<file path="src/rtl/led_mode_pkg.sv">
`default_nettype none
// ============================================================================
// Module      : led_mode_pkg
// Description : Shared definitions for the LED pattern engine. It holds the
//               display-mode numbers, the step direction type and the pure
//               pattern functions (initial value, next value, next direction).
//               The pattern functions work on a fixed LED_MAX-bit container
//               and take the live bank width as an argument. Callers keep
//               the low bits.
// Revision    : 1.0 - initial release
// ============================================================================
package led_mode_pkg;

    localparam int unsigned LED_NUM_DEF = 8;
    // Widest LED bank the pattern functions can handle.
    localparam int unsigned LED_MAX     = 32;

    localparam logic [4:0] MODE_OFF       = 5'd0;
    localparam logic [4:0] MODE_ON        = 5'd1;
    localparam logic [4:0] MODE_BLINK     = 5'd2;
    localparam logic [4:0] MODE_RUN_L     = 5'd3;
    localparam logic [4:0] MODE_RUN_R     = 5'd4;
    localparam logic [4:0] MODE_PING      = 5'd5;
    localparam logic [4:0] MODE_FILL_UP   = 5'd6;
    localparam logic [4:0] MODE_FILL_DN   = 5'd7;
    localparam logic [4:0] MODE_ALT       = 5'd8;
    localparam logic [4:0] MODE_CNT       = 5'd9;
    localparam logic [4:0] MODE_FAST_BASE = 5'd10;
    localparam logic [4:0] MODE_RSVD_MIN  = 5'd20;

    typedef logic [3:0]         pattern_t;
    typedef logic [LED_MAX-1:0] led_vec_t;
    typedef enum logic {DIR_LEFT = 1'b0, DIR_RIGHT = 1'b1} dir_t;

    function automatic logic mode_is_reserved(input logic [4:0] m);
        return (m >= MODE_RSVD_MIN);
    endfunction

    function automatic logic mode_is_fast(input logic [4:0] m);
        return (m >= MODE_FAST_BASE) && (m < MODE_RSVD_MIN);
    endfunction

    // Fast modes reuse the base patterns. Reserved modes map to "off".
    function automatic pattern_t mode_to_pattern(input logic [4:0] m);
        if (m < MODE_FAST_BASE)
            return pattern_t'(m);
        else if (m < MODE_RSVD_MIN)
            return pattern_t'(m - MODE_FAST_BASE);
        else
            return pattern_t'(0);
    endfunction

    function automatic led_vec_t led_mask(input int unsigned n);
        return {LED_MAX{1'b1}} >> (LED_MAX - n);
    endfunction

    function automatic led_vec_t led_msb(input int unsigned n);
        return led_vec_t'(1) << (n - 1);
    endfunction

    function automatic led_vec_t pattern_init(input pattern_t p, input int unsigned n);
        led_vec_t mask;
        mask = led_mask(n);
        case ({1'b0, p})
            MODE_ON, MODE_BLINK, MODE_FILL_DN: return mask;
            MODE_RUN_L, MODE_PING:             return led_vec_t'(1);
            MODE_RUN_R:                        return led_msb(n);
            MODE_ALT:                          return {(LED_MAX/2){2'b01}} & mask;
            default:                           return '0;
        endcase
    endfunction

    function automatic led_vec_t pattern_next(input pattern_t p, input led_vec_t cur,
                                              input dir_t dir, input int unsigned n);
        led_vec_t mask;
        mask = led_mask(n);
        case ({1'b0, p})
            MODE_OFF:          return '0;
            MODE_ON:           return mask;
            MODE_BLINK,
            MODE_ALT:          return ~cur & mask;
            MODE_RUN_L:        return ((cur << 1) | (cur >> (n - 1))) & mask;
            MODE_RUN_R:        return (cur >> 1) | ((cur & led_vec_t'(1)) << (n - 1));
            MODE_PING:         return (dir == DIR_LEFT) ? ((cur << 1) & mask) : (cur >> 1);
            MODE_FILL_UP:      return (cur == mask) ? '0 : (((cur << 1) | led_vec_t'(1)) & mask);
            MODE_FILL_DN:      return (cur == '0) ? mask : (cur >> 1);
            MODE_CNT:          return (cur + led_vec_t'(1)) & mask;
            default:           return '0;
        endcase
    endfunction

    // The ping-pong direction turns around as soon as the new value lands on
    // an end LED. Each end is therefore shown once per sweep, not twice.
    function automatic dir_t pattern_dir_next(input pattern_t p, input led_vec_t nxt,
                                              input dir_t dir, input int unsigned n);
        if ({1'b0, p} != MODE_PING)
            return dir;
        if ((dir == DIR_LEFT) && (nxt == led_msb(n)))
            return DIR_RIGHT;
        if ((dir == DIR_RIGHT) && (nxt == led_vec_t'(1)))
            return DIR_LEFT;
        return dir;
    endfunction

endpackage
`default_nettype wire

</file>
<file path="src/rtl/led_step_timer.sv">
`default_nettype none
// ============================================================================
// Module      : led_step_timer
// Description : Step prescaler. It counts 0..limit-1 and raises a
//               combinational tick on the last count. It also produces a
//               registered one-cycle step pulse one cycle after the tick
//               edge. A restart or hold forces the counter to zero and
//               suppresses the tick.
// Ports       : clk, rst      - clock, synchronous active-high reset
//               limit         - step length in cycles (>= 1)
//               restart       - clear the count (mode change)
//               hold          - freeze the count at zero (reserved mode)
//               tick          - this edge ends a step (combinational)
//               step          - registered one-cycle step pulse
// Revision    : 1.0 - initial release
// ============================================================================
module led_step_timer #(
    parameter int unsigned CNT_W = 2
) (
    input  logic           clk,
    input  logic           rst,
    input  logic [CNT_W:0] limit,
    input  logic           restart,
    input  logic           hold,
    output logic           tick,
    output logic           step
);

    logic [CNT_W-1:0] r_cnt;
    logic             r_step;
    logic             w_at_end;

    assign w_at_end = ({1'b0, r_cnt} == (limit - 1'b1));
    assign tick     = w_at_end & ~restart & ~hold;
    assign step     = r_step;

    always_ff @(posedge clk) begin
        if (rst) begin
            r_cnt  <= '0;
            r_step <= 1'b0;
        end else begin
            r_step <= tick;
            if (restart || hold || tick)
                r_cnt <= '0;
            else
                r_cnt <= r_cnt + 1'b1;
        end
    end

endmodule
`default_nettype wire

</file>
<file path="src/rtl/led_pattern_engine.sv">
`default_nettype none
// ============================================================================
// Module      : led_pattern_engine
// Description : Drives an LED bank with a timed animated pattern selected by
//               the 5-bit display-mode number from the UART decoder.
//               Modes 0..9 are the base patterns. Modes 10..19 show the same
//               patterns at double speed. Modes 20..24 (and above) are
//               reserved: the LEDs stay dark and the error flag is set.
// Ports       : I_clk      - system clock
//               I_rst      - synchronous active-high reset
//               I_mode     - display-mode number, may change on any cycle
//               O_led      - LED drive, 1 = lit, bit0 = rightmost
//               O_step     - one-cycle pulse on each pattern step
//               O_mode_err - high while the active mode is reserved
// Revision    : 1.0 - initial release
// ============================================================================
module led_pattern_engine
    import led_mode_pkg::*;
#(
    parameter int unsigned CLK_FREQ = 50000000,
    parameter int unsigned STEP_MS  = 100,
    parameter int unsigned LED_NUM  = LED_NUM_DEF  // must not exceed LED_MAX
) (
    input  logic               I_clk,
    input  logic               I_rst,
    input  logic [4:0]         I_mode,
    output logic [LED_NUM-1:0] O_led,
    output logic               O_step,
    output logic               O_mode_err
);

    localparam int unsigned STEP_CYC = (CLK_FREQ / 1000) * STEP_MS;
    localparam int unsigned CNT_W    = (STEP_CYC > 1) ? $clog2(STEP_CYC) : 1;
    localparam int unsigned LIM_W    = CNT_W + 1;
    localparam int unsigned FAST_CYC = (STEP_CYC / 2 > 0) ? STEP_CYC / 2 : 1;

    localparam logic [LIM_W-1:0] C_LIM_SLOW = LIM_W'(STEP_CYC);
    localparam logic [LIM_W-1:0] C_LIM_FAST = LIM_W'(FAST_CYC);

    logic [4:0]         r_mode;
    dir_t               r_dir;
    logic [LED_NUM-1:0] r_led;
    logic               r_mode_err;

    logic               w_mode_change;
    logic               w_hold;
    logic               w_tick;
    logic               w_step;
    logic [LIM_W-1:0]   w_limit;
    pattern_t           w_pat;
    led_vec_t           w_init_full;
    led_vec_t           w_next_full;
    dir_t               w_dir_next;

    assign w_mode_change = (I_mode != r_mode);
    assign w_hold        = mode_is_reserved(r_mode);
    assign w_limit       = mode_is_fast(r_mode) ? C_LIM_FAST : C_LIM_SLOW;
    assign w_pat         = mode_to_pattern(r_mode);

    // The initial value is computed from the incoming mode, because it is
    // loaded on the same edge that the mode register is updated.
    assign w_init_full   = pattern_init(mode_to_pattern(I_mode), LED_NUM);
    assign w_next_full   = pattern_next(w_pat, led_vec_t'(r_led), r_dir, LED_NUM);
    assign w_dir_next    = pattern_dir_next(w_pat, w_next_full, r_dir, LED_NUM);

    // The pattern functions mask their results to LED_NUM bits. The upper
    // container bits are always zero and are not used.
    generate
        if (LED_NUM < LED_MAX) begin : g_trim
            logic w_unused_hi;
            assign w_unused_hi = ^{w_init_full[LED_MAX-1:LED_NUM],
                                   w_next_full[LED_MAX-1:LED_NUM]};
        end
    endgenerate

    led_step_timer #(
        .CNT_W   (CNT_W)
    ) u_step_timer (
        .clk     (I_clk),
        .rst     (I_rst),
        .limit   (w_limit),
        .restart (w_mode_change),
        .hold    (w_hold),
        .tick    (w_tick),
        .step    (w_step)
    );

    // A mode change takes precedence over a step on the same edge. The
    // timer already masks its tick when restart is asserted.
    always_ff @(posedge I_clk) begin
        if (I_rst) begin
            r_mode     <= 5'd0;
            r_dir      <= DIR_LEFT;
            r_led      <= '0;
            r_mode_err <= 1'b0;
        end else if (w_mode_change) begin
            r_mode     <= I_mode;
            r_dir      <= DIR_LEFT;
            r_led      <= mode_is_reserved(I_mode) ? '0 : w_init_full[LED_NUM-1:0];
            r_mode_err <= mode_is_reserved(I_mode);
        end else if (w_tick) begin
            r_led      <= w_next_full[LED_NUM-1:0];
            r_dir      <= w_dir_next;
        end
    end

    assign O_led      = r_led;
    assign O_step     = w_step;
    assign O_mode_err = r_mode_err;

endmodule
`default_nettype wire

</file>
<file path="config.mk">
export PLATFORM = sky130hd
export DESIGN_NAME = led_pattern_engine
export DESIGN_NICKNAME = d
export VERILOG_FILES = /design/src/rtl/led_mode_pkg.sv /design/src/rtl/led_step_timer.sv /design/src/rtl/led_pattern_engine.sv
export SDC_FILE = /design/constraint.sdc
export NUM_CORES = 1
export LEC_CHECK = 0
export CAP_MARGIN = 30
export CORE_ASPECT_RATIO = 0.8
export CORE_MARGIN = 4
export CORE_UTILIZATION = 60
export CTS_CLUSTER_DIAMETER = 60
export DETAILED_ROUTE_END_ITERATION = 10
export MAX_ROUTING_LAYER = met4
export PLACE_DENSITY = 0.8
export SLEW_MARGIN = 10
export SYNTH_ARGS = -nofsm -noshare
export SYNTH_HDL_FRONTEND = slang
export SYNTH_SLANG_ARGS = --single-unit
</file>
<file path="constraint.sdc">
create_clock -name I_clk -period 4.1 [get_ports I_clk]
set_clock_uncertainty 0.15 [all_clocks]
set_input_delay 0.82 -clock I_clk [delete_from_list [all_inputs] [get_ports I_clk]]
set_output_delay 0.82 -clock I_clk [all_outputs]
set_load 0.01 [all_outputs]
</file>
==> reports/qor.yml, run 1 <==
max_freq_mhz: 296
finalSetupTns_ps: 0
synth.area.top_cells: "dfxtp_1 (27%), nor2_1 (7.0%), xor2_1 (6.4%)"
rsz0062_at_grt: "no"
ys_seq_elements: 39
syn_inst: 375
cts_htree_levels: 2
grt_pass1_wl_um: 11700
cts_buffers: 5
std_cell_rows: 22
max_slew.worst_pin.slew_ps: 807
setup_viol: 0
syn_nets: 389
gp_congestion: 0.975
slew_headroom_pct: 46.2
yosysSeqAreaShare_pct: 27.1
finalNetCount: 391
start_kind: "input port"
vias_per_cell: 6.29
worst_slack_ps: 718
crit_slowest_cell: "clkdlybuf4s50_1"
routed-via-count: 2756
postCtsHoldBufs: 0
post_cts_buffers: 0
ys_warn_count: 0
postRouteAntennaNets: 0
end_kind: "flop"
fin_crit_ps: 3380
crit_fanout: 9
dr_wl_met3_um: 468
synth_edf_count: 0
grt_overflow_total: 0
cts.repair.resized: 0
drt_iter0_drc: 289
grt_pass1_vias: 2411
cp.required_ps: 4140
die-area_um2: 5980
die_height_um: 69.9
dr.pass1.iters: 5
grt_max_degree: 24
routed_wl_um: 6820
final_common_cell: "nor2_1"
start_util_pct: 62.2
status: "complete, no violations"
syn_area_um2: 2880
drive_above_1_share_pct: 7.94
synth_top_cell_by_area: "dfxtp_1"
async_reset_ff_share_pct: 0
arrival_ps: 3420
die_w_um: 85.4
areaGrowthSynthToFinish_pct: 9.22
synth_flop_cell: "dfxtp_1"
period_share_pct: 82.5
synth_top_area_share_pct: 27.1
path_clk_slew_ps: 80
antenna_found_initial: 0
p_per_area_nw_per_um2: 303
slowest_delay_ps: 640
post-dp-hpwl_um: 4850
cts_root_buf: "clkbuf_8"
drt-met1-wl_um: 3410
hold_violations: 0
post-place-ws_ps: 429
slew_violations: 0
path_class: "in -> reg"
cellLeakagePower_nw: 1.09
port_buffers: 16
ios: 17
highest_layer: "met4"
cts_buffer_depth: 2
cts.sinks: 39
ir_drop_mv: 0.196
mostFrequentLayoutCells: "nor2_1 (54), dfxtp_1 (39), xor2_1 (21), nand2_1 (21), a21oi_1 (21)"
ys_types: 59
antenna_cells: 0
drc: 0
track_usage_pct: 24.4
cts_tree: "yes"
core_area_um2: 4620
insertion_delay_ps: 300
cap_violations: 0
avgSynthCellArea_um2: 7.67
dr_wl_met2_um: 2850
detail_route.wl_per_cell_um: 15.6
hp-class: "reg -> reg"
cp_cell_sequence: "clkdlybuf4s50_1 > inv_1 > ha_1 > nand2b_1 > nor2_1 > a21oi_1 > o22a_1 > xor2_1 > a21boi_0 > o21ai_0 > a22o_1 > o221a_2"
[registers in the layout, summed over array words and instances, names as in the netlist]
register and flops:
u_step_timer.r_cnt 23, O_led 8, r_mode 5, O_mode_err 1, r_dir 1, u_step_timer.step 1
[per-stage QoR]
stage / area, µm² / util, % / cells / hold slack (ps) / total power, mW
after floorplan: 2880 / - / 375 / 280 / 0.569
after global placement: 3030 / 65.5 / 430 / 299 / 0.622
after detailed placement: 3030 / 65.5 / 430 / 312 / 0.626
after CTS: 3140 / 68.0 / 438 / 332 / 0.952
after global routing: 3140 / 68.0 / 438 / 373 / 1.00
final: 3140 / 68.0 / 438 / 323 / 0.951
[synth_stat cells (all sizes together), types with 6 or more instances]
| master | n |
|---|---|
| dfxtp | 39 |
| clkbuf | 12 |
| nor2b | 8 |
| buf | 12 |
| ha | 7 |
| nand2 | 21 |
| nand4 | 7 |
| nor3 | 11 |
| a21oi | 21 |
| nand3 | 19 |
| xnor2 | 12 |
| xor2 | 21 |
| nor2 | 54 |
| o21ai | 19 |
| o221a | 6 |
| inv | 17 |
[path summary, 6_finish.rpt]
kind                                       startpoint                     to  slack [ps]  depth (start not counted)
worst min register to register  u_step_timer.r_cnt[0]  u_step_timer.r_cnt[0]         320                          1
worst max-delay path                        I_mode[2]               O_led[4]         720                         12
worst min-delay path            u_step_timer.r_cnt[0]  u_step_timer.r_cnt[0]         320                          1
worst max register to register              r_mode[2]                  r_dir         720                         11
[logic make-up (layout without fill, tap and decap cells)]
| kind of cell | Yosys count | after routing | synth area share, % |
|---|---|---|---|
| XOR/XNOR | 33 | 33 | 10.0 |
| buffers and inverters | 41 | 44 | 5.96 |
| multiplexers | 5 | 5 | 1.74 |
| adder cells (fa/ha/maj) | 7 | 7 | 3.04 |
| AND/OR/NAND/NOR | 161 | 161 | 30.0 |
| AO/OA/AOI/OAI | 89 | 89 | 22.0 |
| flip-flops | 39 | 39 | 27.1 |
[power by group]
group	switching [mW]	internal [mW]	leakage [nW]
combinational	0.110	0.0908	0.715
clock	0.145	0.183	0.0548
sequential	0.0327	0.389	0.317
[cell type report]
cell class,count,area (µm²)
clock inverters,3,46.3
flip-flops and latches,39,781
repair buffers,19,183
inverters,17,63.8
fillers,407,1480
well taps,60,75.1
multi-input cells,295,1930
clock buffers,5,68.8
[per-layer routing]
layer / up-vias / global-route usage (%)
li1: 1351 / -
met1: 1287 / 36.1
met2: 104 / 33.2
met3: 14 / 4.95
met4: 0 / 6.68
met5: - / -
[worst max-delay path, delay by kind of cell]
kind	cells	cell delay, ps
AO/OA/AOI/OAI	6	1130
AND/OR/NAND/NOR	2	260
XOR/XNOR	1	210
buffers and inverters	2	750
adder cells (fa/ha/maj)	1	240
(Power assumes the default switching activity.)
==> run 2, diff against run 1 <==
CORE_UTILIZATION = 54   (was 60)
PLACE_DENSITY = 0.76   (was 0.8)
clock period = 2.9 ns   (was 4.1 ns; I/O delays follow)
==> reports/qor.yml, run 2 (synthesized netlist as in run 1, its figures left out) <==
drt_iter0_drc: 266  # -8.0%
path_clk_slew_ps: 80  # about the same
regMostFlops: "u_step_timer.r_cnt"
path_delay_family: "compound AO/OA/AOI/OAI gates"
fillers: 384  # -5.7%
areaGrowthSynthToFinish_pct: 31.6
cts_tree: "yes"
finalNetCount: 455  # +16%
reg2regPathDepth: 11  # unchanged
rr_endpoint: "r_dir"
cp_cell_sequence: "inv_2 > ha_4 > nor3b_1 > o41a_1 > buf_4 > and2_1 > a32oi_1 > o2111ai_2 > nand4b_1 > or3_1 > o31ai_2"
min-delay-start: "u_step_timer.r_cnt[0]"
crit_slowest_cell: "o41a_1"
min_path_cells: 1  # unchanged
max_slew.worst_pin.slew_ps: 554  # -253 ps
period_share_pct: 106
start_util_pct: 56.5  # -5.7 points
final_util_pct: 74.4  # +6.4 points
hold_violations: 0  # unchanged
grt_pass1_wl_um: 13600  # +17%
drc: 0  # unchanged
cts_root_buf: "clkbuf_8"
path_class: "reg -> reg"
port_buffers: 16  # unchanged
postCtsHoldBufs: 0  # unchanged
routed-via-count: 3086  # +12%
worst_slack_ps: -170  # -888 ps
rrSetupSlack_ps: -170  # -890 ps
grt_pass1_vias: 2856  # +18%
whs_endpoint: "u_step_timer.r_cnt[0]"
die_w_um: 89.6  # +4.9%
antenna_cells: 0  # unchanged
ios: 17  # unchanged
grt_max_degree: 24  # unchanged
largest_reg_flops: 23  # unchanged
arrival_ps: 3120  # -300 ps
cp.required_ps: 2950  # -1190 ps
hp-class: "reg -> reg"
track_usage_pct: 26.8  # +2.5 points
final_common_cell: "buf_4"
p_per_area_nw_per_um2: 415  # +37%
cellLeakagePower_nw: 1.45  # +33%
cts_buffer_depth: 2  # unchanged
max_freq_mhz: 326
start_kind: "flop"
std_cell_rows: 23  # +4.5%
antenna_found_initial: 0  # unchanged
fin_crit_ps: 3070
vias_per_cell: 6.12  # -2.7%
violations: "negative setup slack"
mostFrequentLayoutCells: "buf_4 (65), nor2_1 (54), dfxtp_1 (37)"
post-place-ws_ps: -123  # -552 ps
insertion_delay_ps: 290  # about the same
rsz0062_at_grt: "yes"
slowest_delay_ps: 520  # -120 ps
ir_drop_mv: 0.285  # +45%
core_area_um2: 5090  # +10%
cts.sinks: 39  # unchanged
status: "finished, violations left"
dr.pass1.iters: 4  # -1
finalSetupTns_ps: -175  # -175 ps
detail_route.wl_per_cell_um: 16.3  # +4.3%
post-dp-hpwl_um: 5880  # +21%
die-area_um2: 6570  # +9.9%
die_height_um: 73.3  # +4.8%
crit_fanout: 6  # -3
postRouteAntennaNets: 0  # unchanged
end_kind: "flop"
slew_headroom_pct: 62.8  # +17 points
slew_violations: 0  # unchanged
routed_wl_um: 8190  # +20%
cts_htree_levels: 2  # unchanged
gp_congestion: 0.945  # -3.1%
grt_overflow_total: 0  # unchanged
setup_viol: 2  # +2
critPathBufInv: 2  # unchanged
drive_above_1_share_pct: 26.0  # +18 points
cts_buffers: 5  # unchanged
cap_violations: 0  # unchanged
rr_startpoint: "r_mode[1]"
==> run 2: changes by cell type in the layout (fill, tap and decap cells not counted), moves of 3 or more <==
| cell | before | now |
|---|---|---|
| a21oi_1 | 21 | 16 |
| a21oi_2 | 0 | 3 |
| buf_4 | 3 | 65 |
| nor4b_1 | 4 | 1 |
| nor4b_2 | 1 | 4 |
==> run 2: routing by layer <==
layer	vias to the layer above	part of all wire (%)	wire length (µm)	track usage, %
met1	1444	47	3850	38.4
met2	153	44	3630	38.7
met4	0	1.0	85	5.95
met3	10	7.7	630	5.83
met5	-	0	0	-
li1	1479	-	-	-
==> run 2: final cells by class <==
class,count,area (µm²),area share [%]
flip-flops and latches,39,783,20.7
clock inverters,2,60.1,1.59
repair buffers,83,688,18.2
clock buffers,6,72.6,1.92
well taps,62,77.6,2.05
inverters,17,63.8,1.68
multi-input cells,295,2040,53.9
==> run 2: worst max path at each step <==
| stage | startpoint | end | depth (start not counted) |
|---|---|---|---|
| 2_1_floorplan | r_mode[2] | r_dir | 12 |
| 3_3_place_gp | I_mode[1] | O_led[2] | 12 |
| 3_5_place_dp | I_mode[1] | O_led[4] | 12 |
| 4_1_cts | r_mode[1] | r_dir | 11 |
| 5_1_grt | r_mode[1] | r_dir | 11 |
| 6_report | r_mode[1] | r_dir | 11 |
==> run 2: stage by stage <==
stage | power, mW | instances | area, µm² | hold WS, ps
6_report | 1.57 | 504 | 3790 | 323
5_1_grt | 1.64 | 504 | 3790 | 356
4_1_cts | 1.55 | 504 | 3730 | 330
3_5_place_dp | 0.987 | 490 | 3500 | 311
3_3_place_gp | 0.979 | 490 | 3500 | 298
2_1_floorplan | 0.807 | 375 | 2890 | 280
==> run 2: worst register-to-register path: stages, from the launching register on <==
cell and delay, ps:
dfxtp_2 340, inv_2 50, ha_4 170, nor3b_1 140, o41a_1 520, buf_4 190
and2_1 160, a32oi_1 210, o2111ai_2 190, nand4b_1 240, or3_1 400, o31ai_2 230
==> run 2: report_power, final <==
group	internal (mW)	switching, mW
clock	0.344	0.203
sequential	0.551	0.0244
combinational	0.228	0.221
==> run 2: repair_timing <==
item                                    in CTS  in global routing
gates resized for setup                     15                 11
pin swaps                                    9                  3
endpoints found under the setup margin       2                  4
setup buffers                                6                  0
==> run 3, diff against run 2 <==
CAP_MARGIN = 20   (was 30)
==> results of run 3 <==
The final DEF is identical to that of run 2; final timing and power are the same.
==> RTL change 1: new RTL, flow settings as in run 2 <==
The parameter `STEP_MS` goes from 100 to 150.
--- a/src/rtl/led_pattern_engine.sv
+++ b/src/rtl/led_pattern_engine.sv
@@ -18,7 +18,7 @@
     import led_mode_pkg::*;
 #(
     parameter int unsigned CLK_FREQ = 50000000,
-    parameter int unsigned STEP_MS  = 100,
+    parameter int unsigned STEP_MS  = 150,
     parameter int unsigned LED_NUM  = LED_NUM_DEF  // must not exceed LED_MAX
 ) (
     input  logic               I_clk,
Check against the original RTL: same outputs for any inputs over 10 cycles, from zero or initial values and one cycle with I_rst high; that may be too few to reach the edited logic, so the function may still have changed.
==> RTL change 1 against run 2 <==
The flow still finishes with violations (setup timing); worst hold slack gained 35 ps; sequential share of layout area shrank 1.4 points; sequential cell count is the same; setup slack lost 200 ps; final area grew 7.3%; critical endpoint unchanged; wire length grew 13%; power shrank 7.4%; largest cell class unchanged; area after synthesis grew 2.3%; global-route usage grew 2.4 points.
==> RTL change 1: results (changes against run 2) <==
[metrics] clock-cell share of area: 0.0216 (-0.0135)
[metrics] Netlist cell types: 63 (+6.8%)
[metrics] number of nets produced by synthesis: 403 (+3.6%)
[metrics] count of plain and timing-repair buffers: 104 (+25%)
[metrics] number of global-route vias before repair: 3188 (+12%)
[metrics] length of the first detailed-routing pass in iterations: 5 (+1)
[metrics] worst IR drop on VDD: 0.000250 V (-12%)
[metrics] met1 layer usage reported by global route: 0.375 (-0.00879)
[metrics] final worst slack: -372 ps (-202 ps)
[metrics] Inverters: 15 (-2)
[metrics] total power draw: 0.00145 W (-7.4%)
[metrics] power per cell area: 358 mW/mm^2 (-14%)
[metrics] Slew HR: 0.603 (-0.0246)
[metrics] Setup WS pre-CTS: -495 ps (-371 ps)
[metrics] total vias in the final route: 3364 (+9.0%)
[metrics] GR met2 Demand/Resource: 0.456 (+0.0689)
[metrics] xor-xnor portion of the synthesized cell area: 0.0893 (-0.0111)
[metrics] leading cell types by count after synthesis: sky130_fd_sc_hd__nor2_1, sky130_fd_sc_hd__dfxtp_1, sky130_fd_sc_hd__nand2_1, sky130_fd_sc_hd__nand3_1, sky130_fd_sc_hd__o21ai_0
[metrics] overall global routing resource usage: 0.293 (+0.0243)
[metrics] setup violators final: 3 (+1)
[metrics] per-cell via count in the routed design: 6.24 (+1.9%)
[metrics] power share of the clock group: 0.261 (-0.087)
[metrics] # nets final: 491 (+7.9%)
[metrics] Mean Syn Cell Area: 7.57 sq um (-1.4%)
[metrics] post-layout minimum cycle time: 3270 ps (+202 ps)
[metrics] share of cells above drive strength 1: 0.285 (+0.0249)
[metrics] met2 wirelength from detailed routing: 4090 microns (+13%)
[metrics] multiplexer fraction of the synthesized cell area: 0.0276 (+0.0102)
[metrics] placed cell count: 524 (+6.9%)
[metrics] area of the multi-input gates: 0.00221 sq mm (+8.4%)
[metrics] global-route track usage on met3: 0.0688 (+0.0105)
[metrics] total leakage power: 1.57 nW (+8.2%)
[metrics] width of the die: 90.5 microns (+1.0%)
[metrics] outcome: complete, but fails checks
[metrics] DP HPWL: 6590 microns (+12%)
[metrics] failing checks: setup timing
[metrics] post-CTS repair timing setup buffer count: 5 (-1)
[metrics] layout multi-input combinational cell count: 312 (+5.8%)
[metrics] sequential cell area in the final layout: 785 sq um (+0.16%)
[metrics] non-clock buffer share of cell area: 0.207 (+0.0253)
[metrics] Reg power frac: 0.390 (+0.024)
[metrics] Largest stage delay, worst path: 540 ps (+20 ps)
[RTL change 1: how the worst min path moves through the flow]
stage,start,endpoint,slack [ps],depth (start not counted)
final,u_step_timer.r_cnt[0]$_SDFF_PP0_,u_step_timer.r_cnt[0]$_SDFF_PP0_,360,1
after floorplan,u_step_timer.r_cnt[0]$_SDFF_PP0_,u_step_timer.r_cnt[0]$_SDFF_PP0_,300,1
after detailed placement,u_step_timer.r_cnt[0]$_SDFF_PP0_,u_step_timer.r_cnt[0]$_SDFF_PP0_,340,1
after global placement,u_step_timer.r_cnt[0]$_SDFF_PP0_,u_step_timer.r_cnt[0]$_SDFF_PP0_,330,1
after global routing,u_step_timer.r_cnt[0]$_SDFF_PP0_,u_step_timer.r_cnt[0]$_SDFF_PP0_,380,1
after CTS,u_step_timer.r_cnt[0]$_SDFF_PP0_,u_step_timer.r_cnt[0]$_SDFF_PP0_,350,1
==> RTL change 2: new RTL, config.mk and constraints of run 2 <==
Made on the original files. Make the reset (`I_rst` and `rst`) asynchronous in 2 clocked blocks. Comments in the files are not updated.
--- a/src/rtl/led_step_timer.sv
+++ b/src/rtl/led_step_timer.sv
@@ -34,7 +34,7 @@
     assign tick     = w_at_end & ~restart & ~hold;
     assign step     = r_step;
 
-    always_ff @(posedge clk) begin
+    always_ff @(posedge clk or posedge rst) begin
         if (rst) begin
             r_cnt  <= '0;
             r_step <= 1'b0;
--- a/src/rtl/led_pattern_engine.sv
+++ b/src/rtl/led_pattern_engine.sv
@@ -87,7 +87,7 @@
 
     // A mode change takes precedence over a step on the same edge. The
     // timer already masks its tick when restart is asserted.
-    always_ff @(posedge I_clk) begin
+    always_ff @(posedge I_clk or posedge I_rst) begin
         if (I_rst) begin
             r_mode     <= 5'd0;
             r_dir      <= DIR_LEFT;
Formal check against the unedited RTL: differs if I_rst is asserted again (counterexample within 4 cycles, from zero or initial values and one cycle with I_rst high); with I_rst held inactive, the same outputs for 10 cycles.
==> RTL change 2 against run 2 <==
Largest cell class unchanged; sequential cell count unchanged; power down 3.8%; sequential power up 3%; final area up 2.6%; critical endpoint is now r_dir$_DFFE_PP0P_; wire length up 3.4%; setup slack better by 120 ps; the run still ends with setup timing left; area after synthesis up 6.4%.
==> RTL change 2: results (changes against run 2) <==
[metrics] overall global routing resource usage: 0.261 (-0.00732)
[metrics] fraction of synthesis flops using an asynchronous set or reset pin: 1.00 (+1.00)
[metrics] detailed-routed wire length on met3: 653 microns (+3.7%)
[metrics] wire length of the first global-routing pass: 13800 microns (+1.4%)
[metrics] failing checks: setup timing
[metrics] leading cell types by count after synthesis: sky130_fd_sc_hd__nor2_1, sky130_fd_sc_hd__dfrtp_1, sky130_fd_sc_hd__nand2_1
[metrics] Setup WS pre-CTS: -148 ps (-24.8 ps)
[metrics] placed cell count: 501 (+2.2%)
[metrics] total leakage power: 1.53 nW (+5.8%)
[metrics] sequential-to-total area share from yosys stat: 0.319 (+0.0473)
[metrics] worst IR drop on VDD: 0.000258 V (-9.2%)
[metrics] power in sequential cells: 0.000592 W (+3%)
[metrics] combinational gate power: 0.000473 W (+5.3%)
[metrics] total length of routed wires: 8470 microns (+3.4%)
[metrics] number of global-route vias before repair: 2782 (-2.6%)
[metrics] worst slew pin tran: 524 ps (-30.2 ps)
[metrics] worst r2r src: r_mode[2]$_DFFE_PP0P_
[metrics] per-cell via count in the routed design: 6.08 (-0.73%)
[metrics] crit path max fanout: 3 (-3)
[metrics] met1 routed wirelength after detailed routing: 3990 microns (+3.7%)
[metrics] Avg WL per Cell: 16.6 microns (+2.2%)
[metrics] Netlist cell types: 64 (+8.5%)
[metrics] Worst EP arrival: 2970 ps (-150 ps)
[metrics] multiplexer fraction of the synthesized cell area: 0.0176 (+0.000174)
[metrics] number of instances in the synthesized netlist: 378 (+0.80%)
[metrics] met2 wirelength from detailed routing: 3730 microns (+2.7%)
[metrics] Largest stage delay, worst path: 390 ps (-130 ps)
[metrics] GR met2 Demand/Resource: 0.392 (+0.00441)
[metrics] post-synthesis share of cell area spent on full adders, half adders and majority gates: 0.0286 (-0.00184)
[metrics] setup violators final: 1 (-1)
[metrics] outcome: complete, but fails checks
[metrics] # nets final: 446 (-2.0%)
[metrics] critical hold path startpoint: u_step_timer.r_cnt[0]$_DFF_PP0_
[metrics] maximum number of pins on one net before global-route repair: 40 (+67%)
[metrics] capturing point of the worst reg2reg path: r_dir$_DFFE_PP0P_
[metrics] final worst slack: -46.1 ps (+124 ps)
[metrics] top cells by area in the synthesized netlist: sky130_fd_sc_hd__dfrtp_1, sky130_fd_sc_hd__nor2_1, sky130_fd_sc_hd__xnor2_1
[metrics] DP HPWL: 6400 microns (+8.8%)
[metrics] length of the first detailed-routing pass in iterations: 5 (+1)
[metrics] cell area after placement: 0.00367 sq mm (+4.8%)
## RTL change 2: cell count changes in the layout (fill, tap and decap cells not counted), sizes merged, moves of 6 or more
cell	before	now
nand2	21	29
buf	67	56
xor2	21	15
dfxtp	39	0
a22oi	1	7
dfrtp	0	39
o221a	6	0
o211ai	1	7
## RTL change 2: area by class of cell
cell class | count | area (sq um)
clock buffers | 5 | 68.8
clock inverters | 2 | 37.5
fillers | 429 | 1580
inverters | 19 | 73.8
multi-input cells | 295 | 2040
flip-flops and latches | 39 | 978
well taps | 78 | 97.6
repair buffers | 72 | 593
## RTL change 2: worst max-delay path, delay by kind of cell, from the launching register on
kind,cells,cell delay [ps]
compound gates,3,680
mux,2,560
fa+ha+maj,1,150
buf+inv,1,50
flops,1,390
simple gates,4,850
## RTL change 2: what timing repair did
item / CTS / global route
resized for setup: 8 / 17
pin swaps: 1 / 4
buffers inserted: 1 / 1
setup endpoints to repair: 8 / 8
